## src/rtl/mac_sched_pkg.sv

```systemverilog
// Shared types and default widths for the MAC job scheduler.
package mac_sched_pkg;

    localparam int unsigned DEF_NREQ = 4;
    localparam int unsigned DEF_DW   = 8;
    localparam int unsigned DEF_AW   = 16;
    localparam int unsigned DEF_LENW = 8;

    typedef enum logic [1:0] {
        ST_IDLE   = 2'd0,
        ST_RUN    = 2'd1,
        ST_DRAIN  = 2'd2,
        ST_RESULT = 2'd3
    } state_t;

    // Index width for n entries, never narrower than one bit
    function automatic int unsigned idx_w(input int unsigned n);
        return (n > 1) ? int'($clog2(n)) : 1;
    endfunction

endpackage

```

## src/rtl/mac_core.sv

```systemverilog
// Signed multiply-accumulate datapath: product register feeding a wrapping accumulator.
module mac_core
    import mac_sched_pkg::*;
#(
    parameter int unsigned DW = DEF_DW,
    parameter int unsigned AW = DEF_AW
) (
    input  logic          clk,
    input  logic          reset,
    input  logic          i_in_valid,
    input  logic          i_clear,
    input  logic [DW-1:0] i_a,
    input  logic [DW-1:0] i_b,
    output logic [AW-1:0] o_acc
);

    localparam int unsigned PW = 2 * DW;

    logic signed [DW-1:0] w_a_s;
    logic signed [DW-1:0] w_b_s;
    logic signed [PW-1:0] w_prod;
    logic signed [PW-1:0] r_prod;
    logic                 r_prod_vld;
    logic        [AW-1:0] r_acc;

    assign w_a_s  = i_a;
    assign w_b_s  = i_b;
    assign w_prod = PW'(w_a_s) * PW'(w_b_s);

    // Product of a beat lands one edge later; the accumulator folds it in the edge after
    always_ff @(posedge clk or posedge reset) begin
        if (reset) begin
            r_prod     <= '0;
            r_prod_vld <= 1'b0;
            r_acc      <= '0;
        end else if (i_clear) begin
            r_prod     <= '0;
            r_prod_vld <= 1'b0;
            r_acc      <= '0;
        end else begin
            r_prod_vld <= i_in_valid;
            if (i_in_valid) begin
                r_prod <= w_prod;
            end
            if (r_prod_vld) begin
                r_acc <= r_acc + AW'(r_prod);
            end
        end
    end

    assign o_acc = r_acc;

endmodule

```

## src/rtl/mac_job_scheduler.sv

```systemverilog
// Round-robin scheduler sharing one signed MAC among NREQ dot-product requesters.
module mac_job_scheduler
    import mac_sched_pkg::*;
#(
    parameter int unsigned NREQ = DEF_NREQ,
    parameter int unsigned DW   = DEF_DW,
    parameter int unsigned AW   = DEF_AW,
    parameter int unsigned LENW = DEF_LENW
) (
    input  logic                     clk,
    input  logic                     reset,
    input  logic [NREQ-1:0]          req_valid,
    input  logic [NREQ*LENW-1:0]     req_len,
    output logic [NREQ-1:0]          req_ready,
    input  logic [NREQ-1:0]          op_valid,
    input  logic [NREQ*DW-1:0]       op_a,
    input  logic [NREQ*DW-1:0]       op_b,
    output logic [NREQ-1:0]          op_ready,
    output logic                     res_valid,
    output logic [$clog2(NREQ)-1:0]  res_id,
    output logic [AW-1:0]            res_data,
    input  logic                     res_ready
);

    localparam int unsigned IDW = idx_w(NREQ);

    state_t          r_state;
    state_t          w_next;
    logic [IDW-1:0]  r_ptr;
    logic [IDW-1:0]  r_id;
    logic [LENW-1:0] r_len;
    logic [LENW-1:0] r_cnt;
    logic            w_any;
    logic [IDW-1:0]  w_gnt;
    logic [LENW-1:0] w_gnt_len;
    logic            w_grant;
    logic            w_beat;
    logic            w_last;
    logic [DW-1:0]   w_a;
    logic [DW-1:0]   w_b;

    // First pending requester strictly after the last granted one, wrapping
    always_comb begin : arb
        logic [IDW-1:0] v_idx;
        w_any = 1'b0;
        w_gnt = '0;
        v_idx = '0;
        for (int unsigned i = 1; i <= NREQ; i++) begin
            v_idx = IDW'((32'(r_ptr) + i) % NREQ);
            if (!w_any && req_valid[v_idx]) begin
                w_any = 1'b1;
                w_gnt = v_idx;
            end
        end
    end

    assign w_gnt_len = req_len[w_gnt*LENW +: LENW];
    assign w_grant   = (r_state == ST_IDLE) && w_any;
    assign w_beat    = (r_state == ST_RUN) && op_valid[r_id];
    assign w_last    = (r_cnt == (r_len - LENW'(1)));
    assign w_a       = op_a[r_id*DW +: DW];
    assign w_b       = op_b[r_id*DW +: DW];

    always_ff @(posedge clk or posedge reset) begin
        if (reset) begin
            r_state <= ST_IDLE;
        end else begin
            r_state <= w_next;
        end
    end

    always_comb begin
        w_next = r_state;
        case (r_state)
            ST_IDLE:   if (w_any) w_next = (w_gnt_len == '0) ? ST_RESULT : ST_RUN;
            ST_RUN:    if (w_beat && w_last) w_next = ST_DRAIN;
            ST_DRAIN:  w_next = ST_RESULT;
            ST_RESULT: if (res_ready) w_next = ST_IDLE;
            default:   w_next = ST_IDLE;
        endcase
    end

    always_comb begin
        req_ready = '0;
        op_ready  = '0;
        res_valid = 1'b0;
        case (r_state)
            ST_IDLE:   if (w_any) req_ready[w_gnt] = 1'b1;
            ST_RUN:    op_ready[r_id] = 1'b1;
            ST_RESULT: res_valid = 1'b1;
            default:   ;
        endcase
    end

    // Job context is captured at grant; the beat counter only advances on real beats
    always_ff @(posedge clk or posedge reset) begin
        if (reset) begin
            r_ptr <= IDW'(NREQ - 1);
            r_id  <= '0;
            r_len <= '0;
            r_cnt <= '0;
        end else if (w_grant) begin
            r_ptr <= w_gnt;
            r_id  <= w_gnt;
            r_len <= w_gnt_len;
            r_cnt <= '0;
        end else if (w_beat) begin
            r_cnt <= r_cnt + LENW'(1);
        end
    end

    mac_core #(
        .DW (DW),
        .AW (AW)
    ) u_core (
        .clk        (clk),
        .reset      (reset),
        .i_in_valid (w_beat),
        .i_clear    (w_grant),
        .i_a        (w_a),
        .i_b        (w_b),
        .o_acc      (res_data)
    );

    assign res_id = r_id;

endmodule

```

## config.mk

```make
export PLATFORM = sky130hd
export DESIGN_NAME = mac_job_scheduler
export DESIGN_NICKNAME = d
export VERILOG_FILES = /design/src/rtl/mac_sched_pkg.sv /design/src/rtl/mac_core.sv /design/src/rtl/mac_job_scheduler.sv
export SDC_FILE = /design/constraint.sdc
export NUM_CORES = 1
export LEC_CHECK = 0
export ABC_AREA = 0
export CAP_MARGIN = 5
export CORE_UTILIZATION = 35
export CTS_CLUSTER_SIZE = 12
export DETAILED_ROUTE_END_ITERATION = 10
export GPL_ROUTABILITY_DRIVEN = 0
export GPL_TIMING_DRIVEN = 0
export MAX_ROUTING_LAYER = met4
export SLEW_MARGIN = 20
export SYNTH_ARGS = -nofsm -noshare
export SYNTH_HDL_FRONTEND = slang
export SYNTH_SLANG_ARGS = --single-unit
```

## constraint.sdc

```tcl
create_clock -name clk -period 6.8 [get_ports clk]
set_input_delay 1.36 -clock clk [delete_from_list [all_inputs] [get_ports clk]]
set_output_delay 1.36 -clock clk [all_outputs]
set_load 0.005 [all_outputs]
```

* Word level (Yosys, flattened, before mapping)
Index checks and enable logic that the tools add are counted.
Operators by class: mux-type cells 38, eq/ne operators 7, $lt $le $gt $ge 8, multipliers 1, add/sub/neg operators 7, reductions and logical operators 16, shift-type cells 3
Operators with widths (count):
- 32-bit by 6-bit indexed part select with 8-bit output | 3
- 16-bit two-way mux | 4
- 2-bit by 3-bit less-than comparator with 1-bit output (second input constant) | 6
- 16-bit adder | 1
- 8-bit by 8-bit multiplier with 16-bit output | 1
- 2-bit two-way mux | 8
- 8-bit two-way mux | 2
- 1-bit two-way mux | 13
- 4-bit two-way mux | 3
- 1-bit binary-select mux with 2-bit select | 5
- 8-bit by 1-bit adder with 8-bit output (second input constant) | 1
- 8-bit equality test | 1
- 1-bit logical AND | 8
- 8-bit zero test | 1
- 2-bit one-hot mux with 4 select lines | 1
- 8-bit by 1-bit subtractor with 8-bit output (second input constant) | 1
- 2-bit by 1-bit adder with 2-bit output (second input constant) | 2
- 2-bit adder (second input constant) | 2
- 1-bit demux with 2-bit select | 2
- 2-bit equality test (second input constant) | 2
- 2-bit by 1-bit >= comparator with 1-bit output (second input constant) | 2
- 2-bit inequality test (second input constant) | 2
- 2-bit nonzero test | 2
- 1-bit zero test | 3
- 4 further kinds | 4
Word-level totals: output and inout port bits 27, word-level logic and storage cells 88, flip-flop bits (word level) 55, input port bits 107

* Logic depth before layout (Yosys ltp)
depth after elaboration 19, mapped depth 22, gate-level depth less buffers 20

* Hierarchy
A second synthesis with hierarchy kept.
Unflattened totals: cell total of the unflattened synthesis 706, area, all modules 6655.1 µm²
By module, submodules not included:
- mac_core | seq. area each 825.8 µm², area an instance 4550.6 µm², cells each 496, times used 1
- mac_job_scheduler | seq. area each 553.0 µm², area an instance 2104.5 µm², cells each 210, times used 1

* Least setup slack after synthesis
No wires, ideal clock.
path kind input to register, start point in op_a[24], end point reg u_core.r_prod[14], setup time 0.124 ns, stages on the path 16, data required time 6.676 ns, buffers on the path 0, path slack 0.823 ns, arrival time 5.853 ns, path through mux4_2 or2_2 fa_1 fa_1 inv_1 fa_1 inv_1 fa_1 inv_1 ha_1 a21o_1 a21o_1 a31o_2 a41oi_1 nor4_1 a211o_1
On the way: word-level cells in the longest chain between the ends 4
Ends and longest elaborated chain:
- start: declaration | line mac_job_scheduler.sv:16 | input logic [NREQ*DW-1:0] op_a,
- 32-bit by 6-bit indexed part select with 8-bit output | line mac_job_scheduler.sv:61 | assign w_a = op_a[r_id*DW +: DW];
- 8-bit by 8-bit multiplier with 16-bit output | line mac_core.sv:28 | assign w_prod = PW'(w_a_s) * PW'(w_b_s);
- 16-bit two-way mux | line mac_core.sv:42 | if (i_in_valid) begin
- 16-bit two-way mux | line mac_core.sv:36 | end else if (i_clear) begin
- end signal: assignment | line mac_core.sv:43 | r_prod <= w_prod;
- end: declaration | line mac_core.sv:22 | logic signed [PW-1:0] r_prod;
No other way between the ends. The select of a mux whose other input is x is not followed. A chain may end at the register's enable or synchronous reset.

* Worst setup path in the final report
start point in op_b[7], end point reg u_core.r_prod[15]
On the way: word-level cells in the longest chain between the ends 4
Ends and longest elaborated chain:
- start: declaration | line mac_job_scheduler.sv:17 | input logic [NREQ*DW-1:0] op_b,
- 32-bit by 6-bit indexed part select with 8-bit output | line mac_job_scheduler.sv:62 | assign w_b = op_b[r_id*DW +: DW];
- 8-bit by 8-bit multiplier with 16-bit output | line mac_core.sv:28
- 16-bit two-way mux | line mac_core.sv:42
- 16-bit two-way mux | line mac_core.sv:36
No other way between the ends. The select of a mux whose other input is x is not followed.

==> key figures <==
STA
  • Fmax: 154.4 MHz
  • Hold WS: 494.9 ps
  • Slew Viols, Final: 0
  • Measured slew at the worst slew-check pin: 727.8 ps
  • Final hold vios: 0
  • Tmin final: about 6500 ps
  • Setup TNS: 0 ps
  • Final period util: 0.9528
  • RSZ-0062 raised after global routing: no
  • Final setup violation count: 0
  • Skew final: 6.396 ps
  • Slew HR: 0.5115

Synth
  • Mapped Area: between 6000 and 7000 µm²
  • Top-area cell type share of the netlist area: 0.2007
  • Most common library cells after synthesis: inv_1, nand2_1, fa_1, nor2_1, dfrtp_1
  • Syn_area_per_cell: approximately 9 µm²
  • Seq/Total Area, Yosys: 0.2086
  • Post-Synthesis Cells: 750
  • Yosys top cell by area: dfrtp_1
  • Post-synthesis net count: between 900 and 1,000
  • Async SR Flop Fraction: 1.000
  • Post-synth top flop: dfrtp_1
  • Top cells by area, synth: dfrtp_1, fa_1, ha_1, inv_1, mux4_2
  • Flops & latches, synth: 55
  • Post-synth EDFFs: 0
  • Number of synthesis warnings: 0
  • Distinct cells, synth: between 60 and 70
  • Most common cell in the netlist: inv_1

Layout
  • Fillers: 1,817
  • Diode count: 0
  • Layout cell share with drive strength beyond 1: 0.05275
  • Layout Cell Area excl Fill: 8401 µm²
  • Layout Utilization: 0.4613
  • P&R area growth vs syn: 27.11%
  • Layout Nets: 1,103

Worst setup path
  • Critical-path maximum fanout: 9
  • CP Capture Type: flip-flop
  • RR Startpoint: res_id[0]
  • CP max stage cell: o21ai_1
  • R2R Setup Slk: 840 ps
  • Path type of the worst setup path: primary input to flip-flop
  • Crit start category: primary input
  • Crit path cell chain: clkdlybuf4s50_1, mux2_2, o21ai_1, or2_2, fa_1, fa_1, inv_1, fa_1, inv_1, fa_1, inv_1, ha_1, o21a_1, a21oi_1, o21ai_0, a211oi_1, a21oi_1, xnor2_1, a21oi_1
  • Reg2reg end: u_core.r_prod[15]
  • Reg2Reg Depth: 20
  • Most frequent CP cell: fa_1
  • Worst EP required: 6970 ps
  • WP depth: 19
  • Largest stage delay, worst path: between 500 and 600 ps
  • Arr. time, crit path: 6640 ps
  • Worst Path Buf+Inv: 4
  • CP top delay family: adder cells

Global route
  • Initial antenna violation count: 0
  • Total global-route track usage: 0.1725
  • First-pass GRT wire length: between 20 and 30 mm
  • Largest net degree at the start of global routing: 56
  • Vias in the first global route: 5,461
  • GRT Residual Overflow: 0

Clocking
  • Clock buffer depth: 2
  • H-tree Lvls: 2
  • TritonCTS clock tree: built
  • Clock root buffer: clkbuf_16
  • Clock transition at path regs: 80 ps
  • Post-CTS setup buffers: 0
  • TritonCTS Buffers: 5
  • CTS sink count: 55
  • Clk_lat worst skew: 300 ps
  • # hold bufs at CTS: 0
  • Post-cts resize count: 0

Floorplan
  • Die Height: 139.4 µm
  • Top Ports: about 130
  • Chip width: 139.4 µm
  • Core Region: 18,210 µm²
  • Starting density of the core: 0.3629
  • Row cnt: 49
  • Die Area: 19,440 µm²

Worst hold path
  • Hold_sp: r_ptr[1]
  • Worst Hold Class: flip-flop to flip-flop
  • Hold EP: r_ptr[1]
  • Hold path depth: 2

Routing
  • DRT iter0 DRCs: roughly 210
  • Vias per std cell: 4.957
  • Detailed Routing Iterations Pass 1: 4
  • Routed WL per cell: about 14 µm
  • DRC: 0
  • Wirelength, routed: 15.78 mm
  • Antenna-violating nets left: 0
  • Via Count: about 5,600

Run status
  • Outcome: finished, final reports clean

Placement
  • DP Wirelength: 13.26 mm
  • IO Port Bufs: 133
  • Placed cell areas: around 8000 µm²

Job
  • Maximum capacitance violations: 0
-- kinds of logic after synthesis --
logic type      count (synthesis)  share of synthesized area
compound gates                119                     0.1174
mux                            38                    0.08822
buf+inv                       127                    0.07346
xor+xnor                       37                    0.05017
fa+ha+maj                     106                     0.2643
flops                          55                     0.2086
simple gates                  268                     0.1978
-- cells in the final DEF, fill, tap and decap left out, drive strengths merged, types with 3 or more instances in the layout --
cell           netlist  layout
o21bai               3       3
buf                  8       8
nor2b                4       4
nand4                5       5
a21oi               34      34
mux2i               20      20
o21ai               26      26
dfrtp               53      53
nor2                56      56
xnor2               26      26
or2                  4       4
fa                  56      56
a211oi              13      13
nor3b                3       3
clkbuf              16      21
inv                102     103
o41ai                5       5
xor2                11      11
mux4                16      16
nand2               92      92
and3                 9       9
nand3               17      17
a21o                 8       8
and2                48      48
a31oi                4       4
o21a                 5       5
nand2b               5       5
clkdlybuf4s50        0     133
nor4                 4       4
ha                  50      50
nor3                11      11
-- tightest hold or removal path, stage by stage, from the launching register on --
cell and delay, ps:
dfstp_2 400, nand2_1 60, nand2_1 50
-- routing by layer --
layer,track usage,vias up,routed length [µm]
met5,-,-,0
met4,0.02807,0,106
met3,0.01136,6,368
met2,0.2817,93,7481
met1,0.2387,2659,7821
li1,-,2794,-
-- metrics by stage --
stage	setup slack, ps	instances
6_report	321.3	1120
3_5_place_dp	11.85	1112
4_1_cts	322.3	1120
3_3_place_gp	19.26	1112
5_1_grt	31.18	1120
2_1_floorplan	823.4	750
-- area by class of cell --
type	instances	area [µm²]	share of cell area
Multi-Input combinational cell	568	4745	0.5648
Sequential cell	55	1379	0.1641
Timing Repair Buffer	133	1331	0.1585
Inverter	103	389.1	0.04632
Tap cell	229	286.5	0.03411
Clock buffer	5	125.1	0.01489
Buffer	24	98.84	0.01177
Clock inverter	3	46.29	0.005511
-- sequential cells by signal (all words and copies together), names as in the netlist --
signal / cells
u_core.r_prod: 16
r_ptr: 2
r_len: 8
r_cnt: 8
u_core.o_acc: 16
res_id: 2
u_core.r_prod_vld: 1
r_state: 2
-- worst max path at each step --
| stage | startpoint | end | slack, ps |
|---|---|---|---|
| 6_report | op_b[7] | u_core.r_prod[15] | 320 |
| 5_1_grt | op_b[15] | u_core.r_prod[15] | 30 |
| 4_1_cts | op_b[15] | u_core.r_prod[15] | 320 |
| 3_5_place_dp | op_b[15] | u_core.r_prod[15] | 10 |
| 3_3_place_gp | op_b[7] | u_core.r_prod[15] | 20 |
| 2_1_floorplan | op_a[24] | u_core.r_prod[14] | 820 |
Power is not shown: default switching activity piles up to over one toggle a cycle in this logic, so the estimate is an artifact.
